**config.mk**
```make
export PLATFORM = sky130hd
export DESIGN_NAME = csr_file
export DESIGN_NICKNAME = d
export VERILOG_FILES = /design/src/rtl/csr_file.sv
export SDC_FILE = /design/constraint.sdc
export NUM_CORES = 1
export LEC_CHECK = 0
export CORE_ASPECT_RATIO = 0.7
export CORE_UTILIZATION = 56
export CTS_BUF_LIST = sky130_fd_sc_hd__clkbuf_4 sky130_fd_sc_hd__clkbuf_8
export DETAILED_ROUTE_END_ITERATION = 8
export GPL_TIMING_DRIVEN = 0
export PLACE_DENSITY = 0.79
export SKIP_LAST_GASP = 1
export SLEW_MARGIN = 20
export SYNTH_ARGS = -nofsm -noshare
export SYNTH_HDL_FRONTEND = slang
export SYNTH_SLANG_ARGS = --single-unit
```
**constraint.sdc**
```tcl
create_clock -name clk -period 4.65 [get_ports clk]
set_input_delay 1.1625 -clock clk [delete_from_list [all_inputs] [get_ports clk]]
set_output_delay 1.1625 -clock clk [all_outputs]
set_load 0.01 [all_outputs]
```
**src/rtl/csr_file.sv**
```systemverilog
// csr_file: machine-mode CSR register file for the multi-cycle RV32I core.
// Serves Zicsr write/set/clear accesses, captures trap state and executes mret.
// Reads and the invalid flag are combinational; all state updates on posedge clk.
// Optional feature macro CSR_COUNTERS_EN adds the 64-bit mcycle/cycle counter.
module csr_file #(
   parameter logic [31:0] HART_ID   = 32'h0,
   parameter logic [31:0] MTVEC_RST = 32'h0000_0004
) (
   input  logic        clk,
   input  logic        reset,
   input  logic [11:0] addr,
   input  logic [31:0] bus,
   output logic [31:0] csr_out,
   input  logic        read,
   input  logic        write,
   input  logic [1:0]  write_type,
   input  logic        trap,
   input  logic [4:0]  trap_cause,
   input  logic        ret,
   output logic        invalid
);

   logic        mstatus_mie;
   logic        mstatus_mpie;
   logic [31:0] mie_q;
   logic [31:0] mtvec_q;
   logic [31:0] mscratch_q;
   logic [31:0] mepc_q;
   logic [31:0] mcause_q;
   logic [31:0] mtval_q;
`ifdef CSR_COUNTERS_EN
   logic [63:0] cycle_q;
`endif

   logic [31:0] cur_val;
   logic        implemented;
   logic [31:0] new_val;
   logic        do_write;

   // Current value at addr, plus whether addr names an implemented CSR
   always_comb begin
      cur_val     = '0;
      implemented = 1'b1;
      case (addr)
         12'h300: cur_val = {19'b0, 2'b11, 3'b0, mstatus_mpie, 3'b0, mstatus_mie, 3'b0};
         12'h301: cur_val = 32'h4000_0100;
         12'h304: cur_val = mie_q;
         12'h305: cur_val = mtvec_q;
         12'h340: cur_val = mscratch_q;
         12'h341: cur_val = mepc_q;
         12'h342: cur_val = mcause_q;
         12'h343: cur_val = mtval_q;
         12'h344: cur_val = '0;
         12'hF11, 12'hF12, 12'hF13: cur_val = '0;
         12'hF14: cur_val = HART_ID;
`ifdef CSR_COUNTERS_EN
         12'hB00, 12'hC00: cur_val = cycle_q[31:0];
         12'hB80, 12'hC80: cur_val = cycle_q[63:32];
`endif
         default: implemented = 1'b0;
      endcase
   end

   // Output read data, illegal-access flag and the read-modify-write result
   always_comb begin
      csr_out  = read ? cur_val : '0;
      invalid  = (read | write) & (~implemented | (write & (addr[11:10] == 2'b11)));
      do_write = write & ~invalid & ~trap;
      case (write_type)
         2'b01:   new_val = bus;
         2'b10:   new_val = cur_val | bus;
         2'b11:   new_val = cur_val & ~bus;
         default: new_val = cur_val;
      endcase
   end

   // CSR state: trap beats everything; within a non-trap cycle mret overrides a write to mstatus
   always_ff @(posedge clk) begin
      if (reset) begin
         mstatus_mie  <= 1'b0;
         mstatus_mpie <= 1'b0;
         mie_q        <= '0;
         mtvec_q      <= {MTVEC_RST[31:2], 2'b00};
         mscratch_q   <= '0;
         mepc_q       <= '0;
         mcause_q     <= '0;
         mtval_q      <= '0;
      end else if (trap) begin
         mepc_q       <= {bus[31:2], 2'b00};
         mcause_q     <= {27'b0, trap_cause};
         mtval_q      <= '0;
         mstatus_mpie <= mstatus_mie;
         mstatus_mie  <= 1'b0;
      end else begin
         if (do_write) begin
            case (addr)
               12'h300: begin
                  mstatus_mie  <= new_val[3];
                  mstatus_mpie <= new_val[7];
               end
               12'h304: mie_q      <= new_val & 32'h0000_0888;
               12'h305: mtvec_q    <= {new_val[31:2], 2'b00};
               12'h340: mscratch_q <= new_val;
               12'h341: mepc_q     <= {new_val[31:2], 2'b00};
               12'h342: mcause_q   <= new_val;
               12'h343: mtval_q    <= new_val;
               default: ;
            endcase
         end
         if (ret) begin
            mstatus_mie  <= mstatus_mpie;
            mstatus_mpie <= 1'b1;
         end
      end
   end

`ifdef CSR_COUNTERS_EN
   // Free-running cycle counter; a write to either half replaces it and skips that cycle's increment
   always_ff @(posedge clk) begin
      if (reset) begin
         cycle_q <= '0;
      end else if (do_write && addr == 12'hB00) begin
         cycle_q[31:0] <= new_val;
      end else if (do_write && addr == 12'hB80) begin
         cycle_q[63:32] <= new_val;
      end else begin
         cycle_q <= cycle_q + 64'd1;
      end
   end
`endif

endmodule

```
# After elaboration in Yosys (flattened, before gate mapping)
# Index checks and enable logic that the tools add are counted.
[op_classes]
mux = 17
n_lt_le_gt_ge = 0
n_bitwise = 12
eq_ne = 17
n_mul = 0
div = 0
shifts = 0
n_addsub = 0
reduce_logical = 18
[ops]
columns = ["operator", "n"]
rows = [
  ["$pmux W32 S8", 1],
  ["$mux W32", 4],
  ["$eq A12 B10 Y1 const B", 9],
  ["$pmux W32 S3", 1],
  ["$eq A12 B12 Y1 const B", 4],
  ["$and A32 B32 Y32", 1],
  ["$not A32 Y32", 1],
  ["$or A32 B32 Y32", 1],
  ["$mux W5", 3],
  ["$reduce_or A13 Y1", 1],
  ["$reduce_and A2 Y1", 6],
  ["$reduce_bool A2 Y1", 5],
  ["$reduce_and A3 Y1", 3],
  ["$mux W1", 8],
  ["$eq A2 B2 Y1 const B", 3],
  ["$reduce_bool A3 Y1", 2],
  ["$and A1 B1 Y1", 4],
  ["$not A1 Y1", 3],
  ["$eq A2 B1 Y1 const B", 1],
  ["$or A1 B1 Y1", 2],
  ["$reduce_or A2 Y1", 1],
]
[word_totals]
ramBits = 0
ff_bits = 161
output_inout_bits = 33
n_memories = 0
rom_bits = 0
latchBits = 0

# Depth between registers and ports, before layout
# Gate-level depths: netlist of run 1.
[logic_depth]
word_depth = 12
depth_mapped = 9
depth_no_buf = 6

# Worst setup path after synthesis of run 1
# Ideal clock, no wire load.
[synth_path]
path_type = "input -> output"
startpoint = "input port addr[3]"
endpoint = "output port csr_out[10]"
slack_ns = 0.879
stages = 6
arrival_ns = 2.609
t_required_ns = 3.488
n_path_buf = 2
cell_sequence = "buf_2 > or3b_4 > nor2_2 > clkbuf_1 > a22oi_1 > nor3_1"
[synth_between]
elab_chain_cells = 3
[synth_rtl]
columns = ["element", "line_no", "text"]
rows = [
  ["start, declared", "11", "input logic [11:0] addr,"],
  ["$eq A12 B10 Y1", "44", "case (addr)"],
  ["$pmux W32 S8 (*)", "44", ""],
  ["$mux W32 (*)", "66", "csr_out = read ? cur_val : '0;"],
  ["end, declared", "13", "output logic [31:0] csr_out,"],
]
# Every way passes the cells marked *; elsewhere a longest branch is shown, timed or not.

# Worst setup path after layout of run 1
[layout_path]
startpoint = "input port addr[2]"
endpoint = "output port csr_out[11]"
# Same word-level chain as after synthesis.

==> flow_summary.json, run 1 <==
{
  "status": "finished, final reports clean",
  "slew_headroom_pct": 38.21,
  "ctsHoldBuffers": 0,
  "rsz0062_at_grt": "yes",
  "total_leakage_power_uw": 0.003782,
  "drc": 0,
  "clk_path_buf_depth": 2,
  "grt_pass1_vias": 7902,
  "ir_worst_vdd_uv": 196.4,
  "finClkSkew_ps": 14.74,
  "startpoint_type": "input port",
  "synth_cells": 948,
  "clk_latency_ps": 470,
  "start_util_pct": 57.40,
  "hold_slack_ps": 455.1,
  "drt_iter0_drc": 1422,
  "r2r_slack_ps": 2510,
  "layout.nets": 1123,
  "hold_viol": 0,
  "clk_pin_slew_ps": 90,
  "layout-drive-gt1-share_pct": 15.85,
  "finalCriticalPeriod_ps": 4646,
  "clkPwrFrac_pct": 38.7,
  "cts_root_buf": "clkbuf_8",
  "crit_path_start": "addr[2]",
  "setup_slack_ps": 3.539,
  "crit_chain": "clkdlybuf4s50_1 -> buf_4 -> nor3b_4 -> buf_4 -> nand3_1 -> o22ai_1 -> and2_4 -> clkdlybuf4s50_1",
  "core_sq_um": 13960,
  "criticalPathCategory": "input port to output pin",
  "p_int_uw": 2080,
  "pre_cts_slack_ps": -735.6,
  "cp-endpoint": "csr_out[11]",
  "overflow": 0,
  "fin_crit_sh_pct": 99.92,
  "ys_ff_latch": 161,
  "grt_pass1_wl_mm": 46.93,
  "clock-sinks": 161,
  "area_growth_pct": 23.06,
  "io_buffer_count": 88,
  "synth.distinct_cells": 74,
  "critPathMaxFanout": 10,
  "die_w_microns": 145.0,
  "rr_startpoint": "mepc_q[12]$_SDFFE_PP0P_",
  "worst_slew_pin_slew_ps": 926.9,
  "die_h_microns": 102.1,
  "grtUsageTotal_pct": 42.66,
  "synthArstFlopShare_pct": 0,
  "reg2reg_depth": 5,
  "crit_required_ps": 3490,
  "numCtsBuffers": 17,
  "grt_max_degree": 17,
  "num_io_pins": 90,
  "drt-wirelength-per-cell_microns": 24.82,
  "fmax_ghz": 0.2152,
  "syn_nets": 1005,
  "p_per_area_nw_per_um2": 297.1,
  "critical_path.endpoint_type": "output pin",
  "synth-edff-count": 0,
  "place_congestion": 1.014,
  "pwr-share-comb_pct": 13.2,
  "min_path_type": "flop to flop",
  "switching_share_pct": 29.01,
  "tritoncts": "built",
  "core.rowCount": 36,
  "maxCapViolCount": 0,
  "n_antenna_cell": 0,
  "seqPwrFrac_pct": 48.1,
  "ant_nets": 0,
  "viasPerCell": 6.795,
  "synthesis.area_sq_um": 8015,
  "p_switching_uw": 850.2,
  "ys_seq_area_share_pct": 40.21,
  "synth_flop_cell": "dfxtp_1",
  "finalMaxSlewViolations": 0,
  "antenna_found_initial": 1,
  "syn_avg_cell_area_sq_um": 8.455,
  "slowest_delay_ps": 530,
  "drt_pass1_iterations": 6,
  "dpl.hpwl_mm": 21.29,
  "r2r-end": "mscratch_q[12]$_SDFFE_PP0P_",
  "finalSetupViolations": 0,
  "synth_warnings": 0,
  "vias": 8623,
  "dieArea_sq_um": 14800,
  "cts_max_level": 4,
  "crit_arrival_ps": 3480,
  "crit_path_top_delay_cell": "clkdlybuf4s50_1",
  "fill_cells": 1151,
  "drt-total-wl_mm": 31.50
}
-- sequential cells by signal, indices dropped and copies added, names as in the netlist --
name,cells
mstatus_mie,1
mtval_q,32
mcause_q,32
mtvec_q,30
mstatus_mpie,1
mie_q,3
mepc_q,30
mscratch_q,32
-- stage by stage --
| step | power, uW | cell area [sq um] | std cells | util [%] | TNS, ps |
|---|---|---|---|---|---|
| 2_1_floorplan | 1629 | 8015 | 948 | - | 0 |
| 3_3_place_gp | 1784 | 9134 | 1226 | 65.41 | -13620 |
| 3_5_place_dp | 1788 | 9134 | 1226 | 65.41 | -14390 |
| 4_1_cts | 2888 | 9752 | 1266 | 69.84 | -177.5 |
| 5_1_grt | 2993 | 9863 | 1269 | 70.64 | -156.9 |
| 6_report | 2931 | 9863 | 1269 | 70.64 | 0 |
-- final cells by class --
| type | count | area, sq um | share of cell area [%] |
|---|---|---|---|
| Timing Repair Buffer | 100 | 1008 | 10.22 |
| Buffer | 85 | 499.2 | 5.062 |
| Sequential cell | 161 | 3223 | 32.68 |
| Clock inverter | 14 | 182.7 | 1.852 |
| Inverter | 25 | 93.84 | 0.9514 |
| Tap cell | 190 | 237.7 | 2.410 |
| Multi-Input combinational cell | 676 | 4377 | 44.37 |
| Clock buffer | 18 | 241.5 | 2.448 |
-- logic make-up (layout without fill, tap and decap cells) --
group	Yosys count	after routing	share of synthesized area, %
compound gates	384	384	32.35
simple gates	261	261	16.23
mux	24	24	4.043
xor+xnor	7	7	0.7649
flops	161	161	40.21
buf+inv	111	242	6.400
-- routing by layer --
layer	vias up	global-route usage [%]	routed length, microns
met2	742	62.65	12790
li1	3756	-	-
met3	107	14.33	4973
met4	0	16.28	1112
met1	4018	58.04	12620
met5	-	0	0
-- cells in the mapped netlist (10+ instances only) --
master    instances  area [sq um]
o21ai_1          33         165.2
inv_1            24         90.09
o22ai_1          18         112.6
a21oi_1          39         195.2
o21ai_0         120         600.6
nor2_1           29         108.9
a22oi_2          10         125.1
a22o_1           25         219.0
dfxtp_1         161          3223
a22oi_1          79         593.1
a221oi_2         11         165.2
buf_2            31         155.2
nand2_1         124         465.5
clkbuf_1         41         153.9
mux2i_1          11         110.1
nor3_1           34         170.2
-- power by group through the flow --
stage               Combinational [uW]  Clock, uW  Sequential, uW
floorplan                          192          0            1440
global placement                   344          0            1440
detailed placement                 347          0            1440
CTS                                363       1120            1410
global route                       400       1180            1410
finish                             386       1140            1410
-- layout by cell type (no fill, tap or decap), types with 4 or more instances in the layout --
master and count:
dlygate4sd2_1 8, a211oi_1 5, mux4_2 6, a31oi_1 5
inv_1 24, a221oi_2 11, buf_4 25, nand2b_1 9
clkbuf_1 29, a22oi_1 79, a21oi_1 39, nand3_1 7
o21ai_0 120, and2_1 7, clkbuf_8 19, nor3_1 28
nand2_1 124, xor2_1 4, nor3_2 5, o21ai_1 33
o22ai_1 18, buf_6 9, dlymetal6s2s_1 16, nor2_2 5
and3_1 5, dfxtp_1 161, a221oi_1 9, a22o_1 25
a22oi_2 10, mux2i_1 10, clkbuf_2 9, a32oi_1 7
buf_2 21, clkdlybuf4s50_1 63, nor2_1 29, mux2_2 7
clkinvlp_4 5
-- repair_timing --
item | 4_1_cts | 5_1_grt
endpoints found under the hold margin | 0 | 0
setup buffers | 9 | 3
pin swaps | 2 | 5
resized for setup | 50 | 33
setup endpoints to repair | 33 | 26
-- worst min path at each step --
stage                                            from  slack [ps]  cells past startpoint                     endpoint
final                     mscratch_q[21]$_SDFFE_PP0P_         460                      2  mscratch_q[21]$_SDFFE_PP0P_
after global routing      mscratch_q[19]$_SDFFE_PP0P_         470                      2  mscratch_q[19]$_SDFFE_PP0P_
after CTS                 mscratch_q[21]$_SDFFE_PP0P_         450                      2  mscratch_q[21]$_SDFFE_PP0P_
after detailed placement     mtval_q[24]$_SDFFE_PP0P_         440                      2     mtval_q[24]$_SDFFE_PP0P_
after global placement       mtval_q[12]$_SDFFE_PP0P_         430                      2     mtval_q[12]$_SDFFE_PP0P_
after floorplan              mtval_q[12]$_SDFFE_PP0P_         420                      2     mtval_q[12]$_SDFFE_PP0P_
-- critical path, delay by kind of cell --
kind                   cells  cell delay, ps
AOI/OAI and AO/OA          1             260
buffers and inverters      4            1390
and+or+nand+nor            3             660
Note: power is estimated with default switching activity, not from simulation.
==> run 2: changes to the inputs <==
==> constraint.sdc (replaced) <==
create_clock -name clk -period 5.4 [get_ports clk]
set_input_delay 1.35 -clock clk [delete_from_list [all_inputs] [get_ports clk]]
set_output_delay 1.35 -clock clk [all_outputs]
set_load 0.01 [all_outputs]
==> run 2 against run 1 <==
  * The flow now finishes with violations (setup timing)
  * Critical path type unchanged
  * Routed wire length down 1.5%
  * Largest power group unchanged
  * First-iteration DRC count fell by 5.1%
  * Hold slack worse by 1.6 ps
  * Global-route usage shrank 0.39 points
  * Non-clock buffer count shrank 12
  * Power decreased by 14%
==> flow_summary.json, run 2 (same netlist as run 1, synthesis figures left out) <==
{
  "dpl.hpwl_mm": 21.29,
  "pre_cts_slack_ps": -360.6,
  "setup_slack_ps": -32.15,
  "start_util_pct": 57.40,
  "ant_nets": 0,
  "numCtsBuffers": 17,
  "ir_worst_vdd_uv": 169.3,
  "grt_pass1_vias": 7789,
  "antenna_found_initial": 1,
  "grt_pass1_wl_mm": 46.52,
  "cts_post_setup_buffers_inserted": 0,
  "die_w_microns": 145.0,
  "core.rowCount": 36,
  "hold_viol": 0,
  "tritoncts": "built",
  "layout.nets": 1111,
  "viasPerCell": 6.885,
  "place_congestion": 1.014,
  "overflow": 0,
  "p_per_area_nw_per_um2": 261.7,
  "maxCapViolCount": 0,
  "rsz0062_at_grt": "yes",
  "drt-total-wl_mm": 31.01,
  "min_path_cells": 2,
  "finalMaxSlewViolations": 0,
  "status": "finished, violations left",
  "crit_required_ps": 4050,
  "n_antenna_cell": 0,
  "slowest_delay_ps": 600,
  "clk_path_buf_depth": 2,
  "cts_root_buf": "clkbuf_8",
  "criticalPathCategory": "input port to output pin",
  "cts_max_level": 4,
  "fmax_ghz": 0.1841,
  "total_leakage_power_uw": 0.003341,
  "area_growth_pct": 19.81,
  "crit_path_top_delay_cell": "clkdlybuf4s50_1",
  "reg2reg_depth": 5,
  "violations": "setup timing",
  "critical_path.endpoint_type": "output pin",
  "grt_max_degree": 17,
  "reg_top3": "mcause_q x32, mscratch_q x32, mtval_q x32",
  "clk_pin_slew_ps": 90,
  "slew_headroom_pct": 32.61,
  "finalCriticalPeriod_ps": 5432,
  "finalSetupViolations": 2,
  "startpoint_type": "input port",
  "clk_latency_ps": 470,
  "die_h_microns": 102.1,
  "power_uw": 2513,
  "layout_commonest_cell": "dfxtp_1",
  "min_path_type": "flop to flop",
  "final.setup.tns_ps": -43.32,
  "grtUsageTotal_pct": 42.27,
  "fin_crit_sh_pct": 100.6,
  "num_io_pins": 90,
  "dieArea_sq_um": 14800,
  "io_buffer_count": 88,
  "vias": 8655,
  "drt_iter0_drc": 1349,
  "crit_arrival_ps": 4080,
  "core_sq_um": 13960,
  "worst_slew_pin_slew_ps": 1011,
  "clock-sinks": 161,
  "critPathMaxFanout": 10,
  "crit_chain": "clkdlybuf4s50_1 -> buf_6 -> nor2b_2 -> buf_6 -> buf_4 -> a22oi_1 -> nand2_1 -> a22oi_1 -> nor3_1 -> clkdlybuf4s50_1",
  "drt_pass1_iterations": 7,
  "finClkSkew_ps": 13.19,
  "drt-wirelength-per-cell_microns": 24.67,
  "drc": 0,
  "layout-drive-gt1-share_pct": 13.31,
  "layout_common_cells": "dfxtp_1, nand2_1, o21ai_0"
}
## run 2: area by class of cell
class                   instances  area (sq um)
inverters                      25         93.84
repair buffers                 88         880.8
plain buffers                  85         445.4
clock buffers                  18         241.5
multi-input cells             676          4298
well taps                     190         237.7
clock inverters                14         182.7
flip-flops and latches        161          3223
fillers                      1193          4360
## run 2: layer usage
| layer | GRT usage, % | wire length [microns] | vias to the layer above |
|---|---|---|---|
| met2 | 61.09 | 12560 | 771 |
| met4 | 16.78 | 992 | 2 |
| li1 | - | - | 3748 |
| met1 | 59.62 | 12810 | 4035 |
| met5 | 0 | 28 | - |
| met3 | 11.65 | 4624 | 99 |
## run 2: final timing paths
check                               from                          end  slack [ps]
max reg2reg      mepc_q[12]$_SDFFE_PP0P_  mscratch_q[12]$_SDFFE_PP0P_        3280
min          mscratch_q[21]$_SDFFE_PP0P_  mscratch_q[21]$_SDFFE_PP0P_         450
min reg2reg  mscratch_q[21]$_SDFFE_PP0P_  mscratch_q[21]$_SDFFE_PP0P_         450
max                              addr[1]                   csr_out[9]         -30
## run 2: power by group
| group | leakage (uW) | total (uW) | switching, uW | internal, uW |
|---|---|---|---|---|
| logic | 0.00184 | 320 | 209 | 111 |
| registers | 0.00130 | 1210 | 10.2 | 1200 |
| clock network | 0.000197 | 980 | 510 | 470 |
## run 2: worst max-delay path, delay by kind of cell
kind | cells | cell delay [ps]
AND/OR/NAND/NOR | 3 | 650
buffers and inverters | 5 | 1890
AO/OA/AOI/OAI | 2 | 190
## run 2: through the flow
step	hold WS, ps	std cells	cell area [sq um]	util (%)
finish	453.4	1257	9603	68.77
global route	473.9	1257	9603	68.77
CTS	454.9	1257	9585	68.65
detailed placement	442.7	1226	9134	65.41
global placement	427.9	1226	9134	65.41
floorplan	416.8	948	8015	-
## run 2: what timing repair did
item / CTS / global route
hold buffers: 0 / 0
pin swaps: 0 / 0
gates resized for setup: 12 / 10
endpoints found under the hold margin: 0 / 0
setup endpoints to repair: 22 / 18
